===== config.mk =====
export PLATFORM = sky130hd
export DESIGN_NAME = paddle_input
export DESIGN_NICKNAME = d
export VERILOG_FILES = /design/src/rtl/pong_pkg.sv /design/src/rtl/quad_channel.sv /design/src/rtl/paddle_input.sv
export SDC_FILE = /design/constraint.sdc
export NUM_CORES = 1
export LEC_CHECK = 0
export BUFFER_PORTS_ARGS = -buffer_cell sky130_fd_sc_hd__buf_2
export CELL_PAD_IN_SITES_DETAIL_PLACEMENT = 1
export CELL_PAD_IN_SITES_GLOBAL_PLACEMENT = 1
export CORE_MARGIN = 5
export CORE_UTILIZATION = 42
export DETAILED_ROUTE_END_ITERATION = 10
export PLACE_DENSITY_LB_ADDON = 0.1
export SLEW_MARGIN = 20
export SYNTH_ARGS = -nofsm -noshare
export SYNTH_HDL_FRONTEND = slang
export SYNTH_SLANG_ARGS = --single-unit

===== constraint.sdc =====
create_clock -name clk12mhz -period 2.45 [get_ports clk12mhz]
set_clock_uncertainty 0.2 [all_clocks]
set_input_delay 0.735 -clock clk12mhz [delete_from_list [all_inputs] [get_ports clk12mhz]]
set_output_delay 0.735 -clock clk12mhz [all_outputs]
set_load 0.05 [all_outputs]

===== src/rtl/pong_pkg.sv =====
// Shared constants for the pong input path: quadrature phase states, paddle defaults
// and the decoder sub-counter format.
package pong_pkg;

    typedef enum logic [1:0] {
        Q00 = 2'b00,
        Q01 = 2'b01,
        Q11 = 2'b11,
        Q10 = 2'b10
    } quad_t;

    localparam int unsigned POS_W_DEF   = 4;
    localparam int unsigned POS_MAX_DEF = 12;

    localparam int unsigned SUB_W = 3;
    localparam logic signed [SUB_W-1:0] SUB_MAX = 3'sb011;
    localparam logic signed [SUB_W-1:0] SUB_MIN = 3'sb101;

    // Successor of a phase state under clockwise rotation.
    function automatic quad_t cw_next(input quad_t s);
        case (s)
            Q00:     return Q01;
            Q01:     return Q11;
            Q11:     return Q10;
            default: return Q00;
        endcase
    endfunction

endpackage


===== src/rtl/quad_channel.sv =====
// One rotary encoder: 2-flop synchroniser, optional debounce (DEBOUNCE_EN) and
// quadrature decoder. up/dn/glitch are next-cycle pulse values; the top registers them.
module quad_channel
    import pong_pkg::*;
#(
    parameter int unsigned DB_W = 12
) (
    input  logic clk_i,
    input  logic rst_ni,
    input  logic a_i,
    input  logic b_i,
    output logic up_o,
    output logic dn_o,
    output logic glitch_o
);

    logic [1:0] sync1_q;
    logic [1:0] sync2_q;
    logic [1:0] deb;

    always_ff @(posedge clk_i or negedge rst_ni) begin
        if (!rst_ni) begin
            sync1_q <= '0;
            sync2_q <= '0;
        end else begin
            sync1_q <= {a_i, b_i};
            sync2_q <= sync1_q;
        end
    end

`ifdef DEBOUNCE_EN
    logic [1:0]      deb_q, deb_d;
    logic [DB_W-1:0] cnt_q [2];
    logic [DB_W-1:0] cnt_d [2];

    always_comb begin
        deb_d = deb_q;
        for (int unsigned i = 0; i < 2; i++) begin
            cnt_d[i] = '0;
            if (sync2_q[i] != deb_q[i]) begin
                if (cnt_q[i] == '1) begin
                    deb_d[i] = sync2_q[i];
                end else begin
                    cnt_d[i] = cnt_q[i] + 1'b1;
                end
            end
        end
    end

    always_ff @(posedge clk_i or negedge rst_ni) begin
        if (!rst_ni) begin
            deb_q    <= '0;
            cnt_q[0] <= '0;
            cnt_q[1] <= '0;
        end else begin
            deb_q    <= deb_d;
            cnt_q[0] <= cnt_d[0];
            cnt_q[1] <= cnt_d[1];
        end
    end

    assign deb = deb_q;
`else
    // DB_W has no effect without the debounce stage.
    if (DB_W == 0) begin : g_db_ignored
    end

    assign deb = sync2_q;
`endif

    quad_t                   cur;
    quad_t                   prev_q, prev_d;
    logic signed [SUB_W-1:0] sub_q, sub_d;

    always_comb begin
        cur      = quad_t'(deb);
        prev_d   = cur;
        sub_d    = sub_q;
        up_o     = 1'b0;
        dn_o     = 1'b0;
        glitch_o = 1'b0;
        if (cur != prev_q) begin
            if (cur == cw_next(prev_q)) begin
                if (sub_q == SUB_MAX) begin
                    up_o  = 1'b1;
                    sub_d = '0;
                end else begin
                    sub_d = sub_q + 3'sd1;
                end
            end else if (prev_q == cw_next(cur)) begin
                if (sub_q == SUB_MIN) begin
                    dn_o  = 1'b1;
                    sub_d = '0;
                end else begin
                    sub_d = sub_q - 3'sd1;
                end
            end else begin
                // Both phases moved at once: direction unknown, drop the partial count.
                glitch_o = 1'b1;
                sub_d    = '0;
            end
        end
    end

    always_ff @(posedge clk_i or negedge rst_ni) begin
        if (!rst_ni) begin
            prev_q <= Q00;
            sub_q  <= '0;
        end else begin
            prev_q <= prev_d;
            sub_q  <= sub_d;
        end
    end

endmodule


===== src/rtl/paddle_input.sv =====
// Pad-ring input conditioning for pong: start button and two quadrature paddles.
// Debounce is enabled by defining DEBOUNCE_EN.
module paddle_input
    import pong_pkg::*;
#(
    parameter int unsigned DB_W    = 12,
    parameter int unsigned POS_W   = POS_W_DEF,
    parameter int unsigned POS_MAX = POS_MAX_DEF
) (
    input  logic             clk12mhz,
    input  logic             reset_n,
    input  logic             start_i,
    input  logic             p1_a_i,
    input  logic             p1_b_i,
    input  logic             p2_a_i,
    input  logic             p2_b_i,
    output logic             start_o,
    output logic             p1_up_o,
    output logic             p1_dn_o,
    output logic             p2_up_o,
    output logic             p2_dn_o,
    output logic [POS_W-1:0] p1_pos_o,
    output logic [POS_W-1:0] p2_pos_o,
    output logic             glitch_o
);

    localparam logic [POS_W-1:0] POS_TOP = POS_W'(POS_MAX);
    localparam logic [POS_W-1:0] POS_RST = POS_W'(POS_MAX / 2);

    logic p1_up, p1_dn, p1_gl;
    logic p2_up, p2_dn, p2_gl;

    quad_channel #(.DB_W(DB_W)) u_p1 (
        .clk_i    (clk12mhz),
        .rst_ni   (reset_n),
        .a_i      (p1_a_i),
        .b_i      (p1_b_i),
        .up_o     (p1_up),
        .dn_o     (p1_dn),
        .glitch_o (p1_gl)
    );

    quad_channel #(.DB_W(DB_W)) u_p2 (
        .clk_i    (clk12mhz),
        .rst_ni   (reset_n),
        .a_i      (p2_a_i),
        .b_i      (p2_b_i),
        .up_o     (p2_up),
        .dn_o     (p2_dn),
        .glitch_o (p2_gl)
    );

    logic [1:0] st_sync_q;
    logic       st_deb;

    always_ff @(posedge clk12mhz or negedge reset_n) begin
        if (!reset_n) begin
            st_sync_q <= '0;
        end else begin
            st_sync_q <= {st_sync_q[0], start_i};
        end
    end

`ifdef DEBOUNCE_EN
    logic            st_deb_q, st_deb_d;
    logic [DB_W-1:0] st_cnt_q, st_cnt_d;

    always_comb begin
        st_deb_d = st_deb_q;
        st_cnt_d = '0;
        if (st_sync_q[1] != st_deb_q) begin
            if (st_cnt_q == '1) begin
                st_deb_d = st_sync_q[1];
            end else begin
                st_cnt_d = st_cnt_q + 1'b1;
            end
        end
    end

    always_ff @(posedge clk12mhz or negedge reset_n) begin
        if (!reset_n) begin
            st_deb_q <= 1'b0;
            st_cnt_q <= '0;
        end else begin
            st_deb_q <= st_deb_d;
            st_cnt_q <= st_cnt_d;
        end
    end

    assign st_deb = st_deb_q;
`else
    assign st_deb = st_sync_q[1];
`endif

    logic             st_prev_q;
    logic             start_q;
    logic             p1_up_q, p1_dn_q, p2_up_q, p2_dn_q, glitch_q;
    logic [POS_W-1:0] p1_pos_q, p1_pos_d;
    logic [POS_W-1:0] p2_pos_q, p2_pos_d;

    // Positions follow the unregistered step so they change on the same edge as the pulse.
    always_comb begin
        p1_pos_d = p1_pos_q;
        if (p1_up && p1_pos_q != POS_TOP) begin
            p1_pos_d = p1_pos_q + 1'b1;
        end else if (p1_dn && p1_pos_q != '0) begin
            p1_pos_d = p1_pos_q - 1'b1;
        end
        p2_pos_d = p2_pos_q;
        if (p2_up && p2_pos_q != POS_TOP) begin
            p2_pos_d = p2_pos_q + 1'b1;
        end else if (p2_dn && p2_pos_q != '0) begin
            p2_pos_d = p2_pos_q - 1'b1;
        end
    end

    always_ff @(posedge clk12mhz or negedge reset_n) begin
        if (!reset_n) begin
            st_prev_q <= 1'b0;
            start_q   <= 1'b0;
            p1_up_q   <= 1'b0;
            p1_dn_q   <= 1'b0;
            p2_up_q   <= 1'b0;
            p2_dn_q   <= 1'b0;
            glitch_q  <= 1'b0;
            p1_pos_q  <= POS_RST;
            p2_pos_q  <= POS_RST;
        end else begin
            st_prev_q <= st_deb;
            start_q   <= st_deb & ~st_prev_q;
            p1_up_q   <= p1_up;
            p1_dn_q   <= p1_dn;
            p2_up_q   <= p2_up;
            p2_dn_q   <= p2_dn;
            glitch_q  <= p1_gl | p2_gl;
            p1_pos_q  <= p1_pos_d;
            p2_pos_q  <= p2_pos_d;
        end
    end

    assign start_o  = start_q;
    assign p1_up_o  = p1_up_q;
    assign p1_dn_o  = p1_dn_q;
    assign p2_up_o  = p2_up_q;
    assign p2_dn_o  = p2_dn_q;
    assign glitch_o = glitch_q;
    assign p1_pos_o = p1_pos_q;
    assign p2_pos_o = p2_pos_q;

endmodule


* After elaboration in Yosys (flattened, before gate mapping)
Cells that the tools add are included.
Storage, ports and cells: input bits 7, bits in registers 35, word-level logic and storage cells 103, output and inout port bits 14
Operators by class: bitwise logic cells 3, mux-type cells 42, reduce and logical (&&, ||, !) cells 12, add/subtract/negate cells 8, equality and inequality tests 20
Operators by type and width (count):
- $mux W3 | 8
- $pmux W2 S3 | 4
- $mux W1 | 20
- $mux W4 | 4
- $eq A3 B3 Y1 const B | 4
- $mux W2 | 6
- $add A4 B1 Y4 const B | 2
- $eq A2 B1 Y1 const B | 4
- $eq A2 B2 Y1 | 4
- $eq A2 B2 Y1 const B | 4
- $logic_not A2 Y1 | 4
- $ne A4 B4 Y1 const B | 2
- $reduce_bool A4 Y1 | 2
- $sub A4 B1 Y4 const B | 2
- $add A3 B2 Y3 const B | 2
- $sub A3 B2 Y3 const B | 2
- $logic_and A1 B1 Y1 | 4
- $ne A2 B2 Y1 | 2
- $reduce_bool A2 Y1 | 2
- $and A1 B1 Y1 | 1
- $not A1 Y1 | 1
- $or A1 B1 Y1 | 1

* Longest topological paths before layout
depth in word-level cells 13, mapped depth 9, mapped depth without buffers 9

* Cells and area by module
A second synthesis with hierarchy kept.
Unflattened totals: cell total of the unflattened synthesis 169, area total of the unflattened synthesis 1795.5 um^2
By module, submodules not included:
- quad_channel | times used 2, area an instance 456.7 um^2, cells an instance 47, sequential area each 225.2 um^2
- paddle_input | times used 1, area an instance 882.1 um^2, cells an instance 75, sequential area each 430.4 um^2

* Worst setup path after synthesis
No wires, ideal clock.
path kind register to register, from register p2_pos_q[0], in the netlist p2_pos_o[0], to register p2_pos_q[3], in the netlist p2_pos_o[3], buffers on the path 0, data required time 2.127 ns, cell stages (with the launch flop) 9, setup time 0.123 ns, clock period less this slack 2.605 ns, setup slack -0.155 ns, arrival time 2.282 ns, cell sequence dfrtp_1 > nor2_1 > nand3_1 > nand2_1 > ha_1 > a21oi_1 > a2111oi_4 > a21oi_1 > o221a_1
On the way: word-level cells in the longest chain between the ends 3, elaborated cells between the ends (all ways) 9, those cells by class add/sub (2); eq/ne (1); mux (2); reduce/logical (4)
RTL lines:
- from (decl) | RTL line paddle_input.sv:99 | logic [POS_W-1:0] p2_pos_q, p2_pos_d;
- from (signal assigned) | RTL line paddle_input.sv:137 | p2_pos_q <= p2_pos_d;
- $sub A4 B1 Y4, or another cell as far along | RTL line paddle_input.sv:113 | p2_pos_d = p2_pos_q - 1'b1;
- $mux W4, or another cell as far along | RTL line paddle_input.sv:112 | end else if (p2_dn && p2_pos_q != '0) begin
- $mux W4 or $reduce_bool A2 Y1 (tied branches)
Parallel ways exist; a longest one is shown, timed or not. The select of a mux whose other input is x is not followed. A chain may end at the register's enable or synchronous reset.

* Worst setup path after layout
from register u_p2.sync2_q[1], in the netlist u_p2.cur[1], to register p2_pos_q[3], in the netlist p2_pos_o[3]
On the way: elaborated cells between the ends (all ways) 18, those cells by class eq/ne (5); mux (9); reduce/logical (4)
RTL lines:
- from (decl) | RTL line quad_channel.sv:18 | logic [1:0] sync2_q;
- from (signal assigned) | RTL line quad_channel.sv:27 | sync2_q <= sync1_q;
- $eq A2 B2 Y1 | RTL line quad_channel.sv:83 | if (cur == cw_next(prev_q)) begin
- $mux W1 | RTL line quad_channel.sv:83
- $mux W1 (*) | RTL line quad_channel.sv:82 | if (cur != prev_q) begin
- via p2_up | RTL line paddle_input.sv:31 | logic p2_up, p2_dn, p2_gl;
- $logic_and A1 B1 Y1 (*) | RTL line paddle_input.sv:110 | if (p2_up && p2_pos_q != POS_TOP) begin
- $mux W4 or $reduce_bool A2 Y1 (tied branches)
Mark *: on every way through the listed nets, which the timed path passes. The rest lies on a longest branch. The select of a mux whose other input is x is not followed.

==> summary.txt <==
STA
  • RSZ-0062 raised after global routing: yes
  • Hold Vio Cnt, Final: 0
  • Fmax: around 0.40 GHz
  • Final Cycle Share: 101%
  • Worst-margin pin slew: about 480 ps
  • Final WS setup: -20.2 ps
  • Tmin final: between 2000 and 2500 ps
  • Setup violators final: 1
  • Slew Viols, Final: 0
  • Normalized max-slew margin: 68.1%

Finish
  • Cell Count, Final, Fillers Out: around 280
  • Fin area: roughly 2600 sq um
  • Area grow syn2layout: 32.2%
  • Final net count: around 240
  • ANT cells: 0
  • Share of layout cells above drive strength 1: approximately 44%

CTS
  • CTS Buf Count: 5
  • Worst-Skew Late Latency: between 200 and 300 ps
  • CTS tree: done
  • Clock buffer depth: 2
  • H-tree depth: 2
  • Sink Count: 35
  • Root Driver: clkbuf_8
  • CTS Hold Bufs: 0
  • Clk slew on worst S/H paths: 70 ps

Yosys
  • Synth async-reset ratio: 100%
  • Top cell type's share of synthesized area: 39.5%
  • Synth cell count leaders: dfrtp_1 (31), nand2_1 (13), ha_1 (10), inv_1 (10), xnor2_1 (10)
  • Syn nets: between 150 and 200
  • Number of synthesized flops with an enable pin: 0
  • Most numerous cell in the Yosys netlist: dfrtp_1
  • Synth area leader: dfrtp_1
  • Netlist cell types: 49
  • Ys Warns: 0
  • Synth Cell Area: ~2000 sq um
  • Ys flop type: dfrtp_1
  • Seq/Total Area, Yosys: between 40% and 50%
  • Main area contributors after synthesis: dfrtp_1 (40%), ha_1 (6.4%), dfstp_2 (5.4%), xnor2_1 (4.5%), nand2_1 (2.5%)
  • Yosys reg bits: 35
  • Avg Inst Size Synth: around 11 sq um
  • Synth Instances: around 170

Detailed routing
  • Top layer reached by signal wires: met4
  • Met1 wire length: approximately 2.0 mm
  • DR pass1 iterations: 4
  • Via/cell ratio: between 5 and 6
  • Routed len/inst: between 15 and 20 um
  • DRC viols: 0
  • Via count: around 1,500
  • Post-DRT Antenna Nets: 0
  • Met3 wire len: 155 um
  • Final wirelength: between 4 and 5 mm
  • Met2 routed WL: ~2.6 mm
  • DR iter-0 viols: 35

Critical path
  • Reg-to-Reg End: p2_pos_o[3]
  • Data required time of the critical path: approximately 2400 ps
  • Critical Path Start Type: register
  • Worst-case reg-to-reg path depth: 8
  • Reg2reg setup slack: -20 ps
  • Crit end category: register
  • Setup CP Type: register to register
  • R2r startpoint: u_p2.cur[1]
  • Crit-path max FO: 3
  • Critical Path AT: roughly 2400 ps

Placement
  • Gpl congestion: a little over 0.8
  • Dpl cells: approximately 260
  • Hpwl dp: ~3.4 mm
  • Input/output buffers: 20
  • Placed cell areas: ~2300 sq um

GRT
  • Initial antenna violation count: 0
  • Total GRT Usage: about 17%
  • Largest net degree at the start of global routing: 36
  • Global route overflow: 0
  • Vias in the first global route: ~1,700
  • First-pass GRT wire length: roughly 8 mm

Power and ir drop
  • Pwr/cell area: 1050 nW/um^2
  • Peak supply drop: between 0.0005 and 0.0006 V
  • Lkg Pwr: 1.12 nW

Floorplan
  • Ports: 21
  • Die Area: 6140 sq um
  • Die X-Extent: 78.4 um
  • Initial Util: around 44%
  • Die extent in y: around 80 um
  • Total core area: about 4400 sq um
  • Number of core rows: 24

Run status
  • Failing checks: negative setup slack
  • Status: finished with violations

Job
  • Total of max-cap violations: 0

Hold path
  • Hold Crit Class: register to register
  • Hold_sp: u_p1.sync1_q[1]
  • WHS Endpoint: u_p1.cur[1]
  • Hold Path Stages: 0
-- critical path, cell delays in order (launching register included) --
cell       delay [ps]
dfrtp_2           450
xor2_4            200
nor3_4            210
nand2_2           130
ha_4              330
nand3_4            90
a2111oi_4         440
a21oi_2            90
o221a_1           220
-- final cells by class --
type | count | area (sq um)
timing repair buffer | 49 | 318
multi-input combinational | 123 | 1200
fill | 484 | 1850
sequential | 35 | 892
tap | 52 | 65.1
clock inverter | 1 | 5.00
inverter | 10 | 37.5
clock buffer | 7 | 76.3
-- report_power, final --
group	switching (W)	internal, W	total (W)
sequential	0.000153	0.000722	0.000875
clock	0.000205	0.000199	0.000405
combinational	0.000822	0.000620	0.00144
-- cell usage in the layout (no fill, tap or decap), drive strengths merged, types with 3 or more instances in the layout --
cell type	n
buf	49
dfrtp	31
nand2	13
xnor2	11
inv	10
ha	10
nand3	8
a21oi	8
nor2	7
clkbuf	7
nor3	6
mux2	5
nand2b	5
o21ai	4
dfstp	4
xor2	4
a221oi	3
-- logic make-up after synthesis --
logic type | Yosys count | share of synthesized area (%)
buffers and inverters | 14 | 3.31
AOI/OAI and AO/OA | 37 | 15.8
xor gates and xnor gates | 15 | 7.84
DFF | 35 | 44.9
muxes | 6 | 3.76
adders and majority gates | 12 | 8.41
and+or+nand+nor | 53 | 16.0
-- layer usage --
metal  global-route usage (%)  up-vias
li1                         -      718
met1                     18.8      762
met2                     31.2       28
met3                     4.23       10
met4                     7.34        0
met5                        0        -
-- worst max path at each step --
| stage | startpoint | to | cells after the start |
|---|---|---|---|
| global placement | u_p2.prev_q[0] | p2_pos_o[3] | 8 |
| global route | u_p2.cur[1] | p2_pos_o[3] | 8 |
| CTS | u_p2.cur[1] | p2_pos_o[3] | 8 |
| finish | u_p2.cur[1] | p2_pos_o[3] | 8 |
| floorplan | u_p2.prev_q[0] | p2_pos_o[3] | 9 |
| detailed placement | u_p2.prev_q[0] | p2_pos_o[3] | 8 |
-- metrics by stage --
step | setup TNS, ps | setup slack (ps) | total power (W) | utilization [%] | hold slack (ps)
global route | -264 | -124 | 0.00292 | 58.4 | 169
finish | -20.2 | -20.2 | 0.00272 | 58.4 | 159
detailed placement | -165 | -83.2 | 0.00215 | 52.5 | 147
CTS | -1.08 | -1.08 | 0.00268 | 56.8 | 162
floorplan | -53.5 | -53.5 | 0.00179 | - | 131
global placement | 0 | 44.8 | 0.00208 | 52.5 | 133
-- state kept, by name, indices dropped and copies added (netlist names), 3 cells and up --
| name | flops |
|---|---|
| p2_pos_o | 4 |
| u_p1.sub_q | 3 |
| u_p2.sub_q | 3 |
| p1_pos_o | 4 |
-- timing repair --
action | 4_1_cts | 5_1_grt
pin swaps | 9 | 10
buffers inserted | 7 | 6
resized for setup | 9 | 7
endpoints found under the setup margin | 3 | 3
No activity file was read; power rests on OpenSTA's default activity.
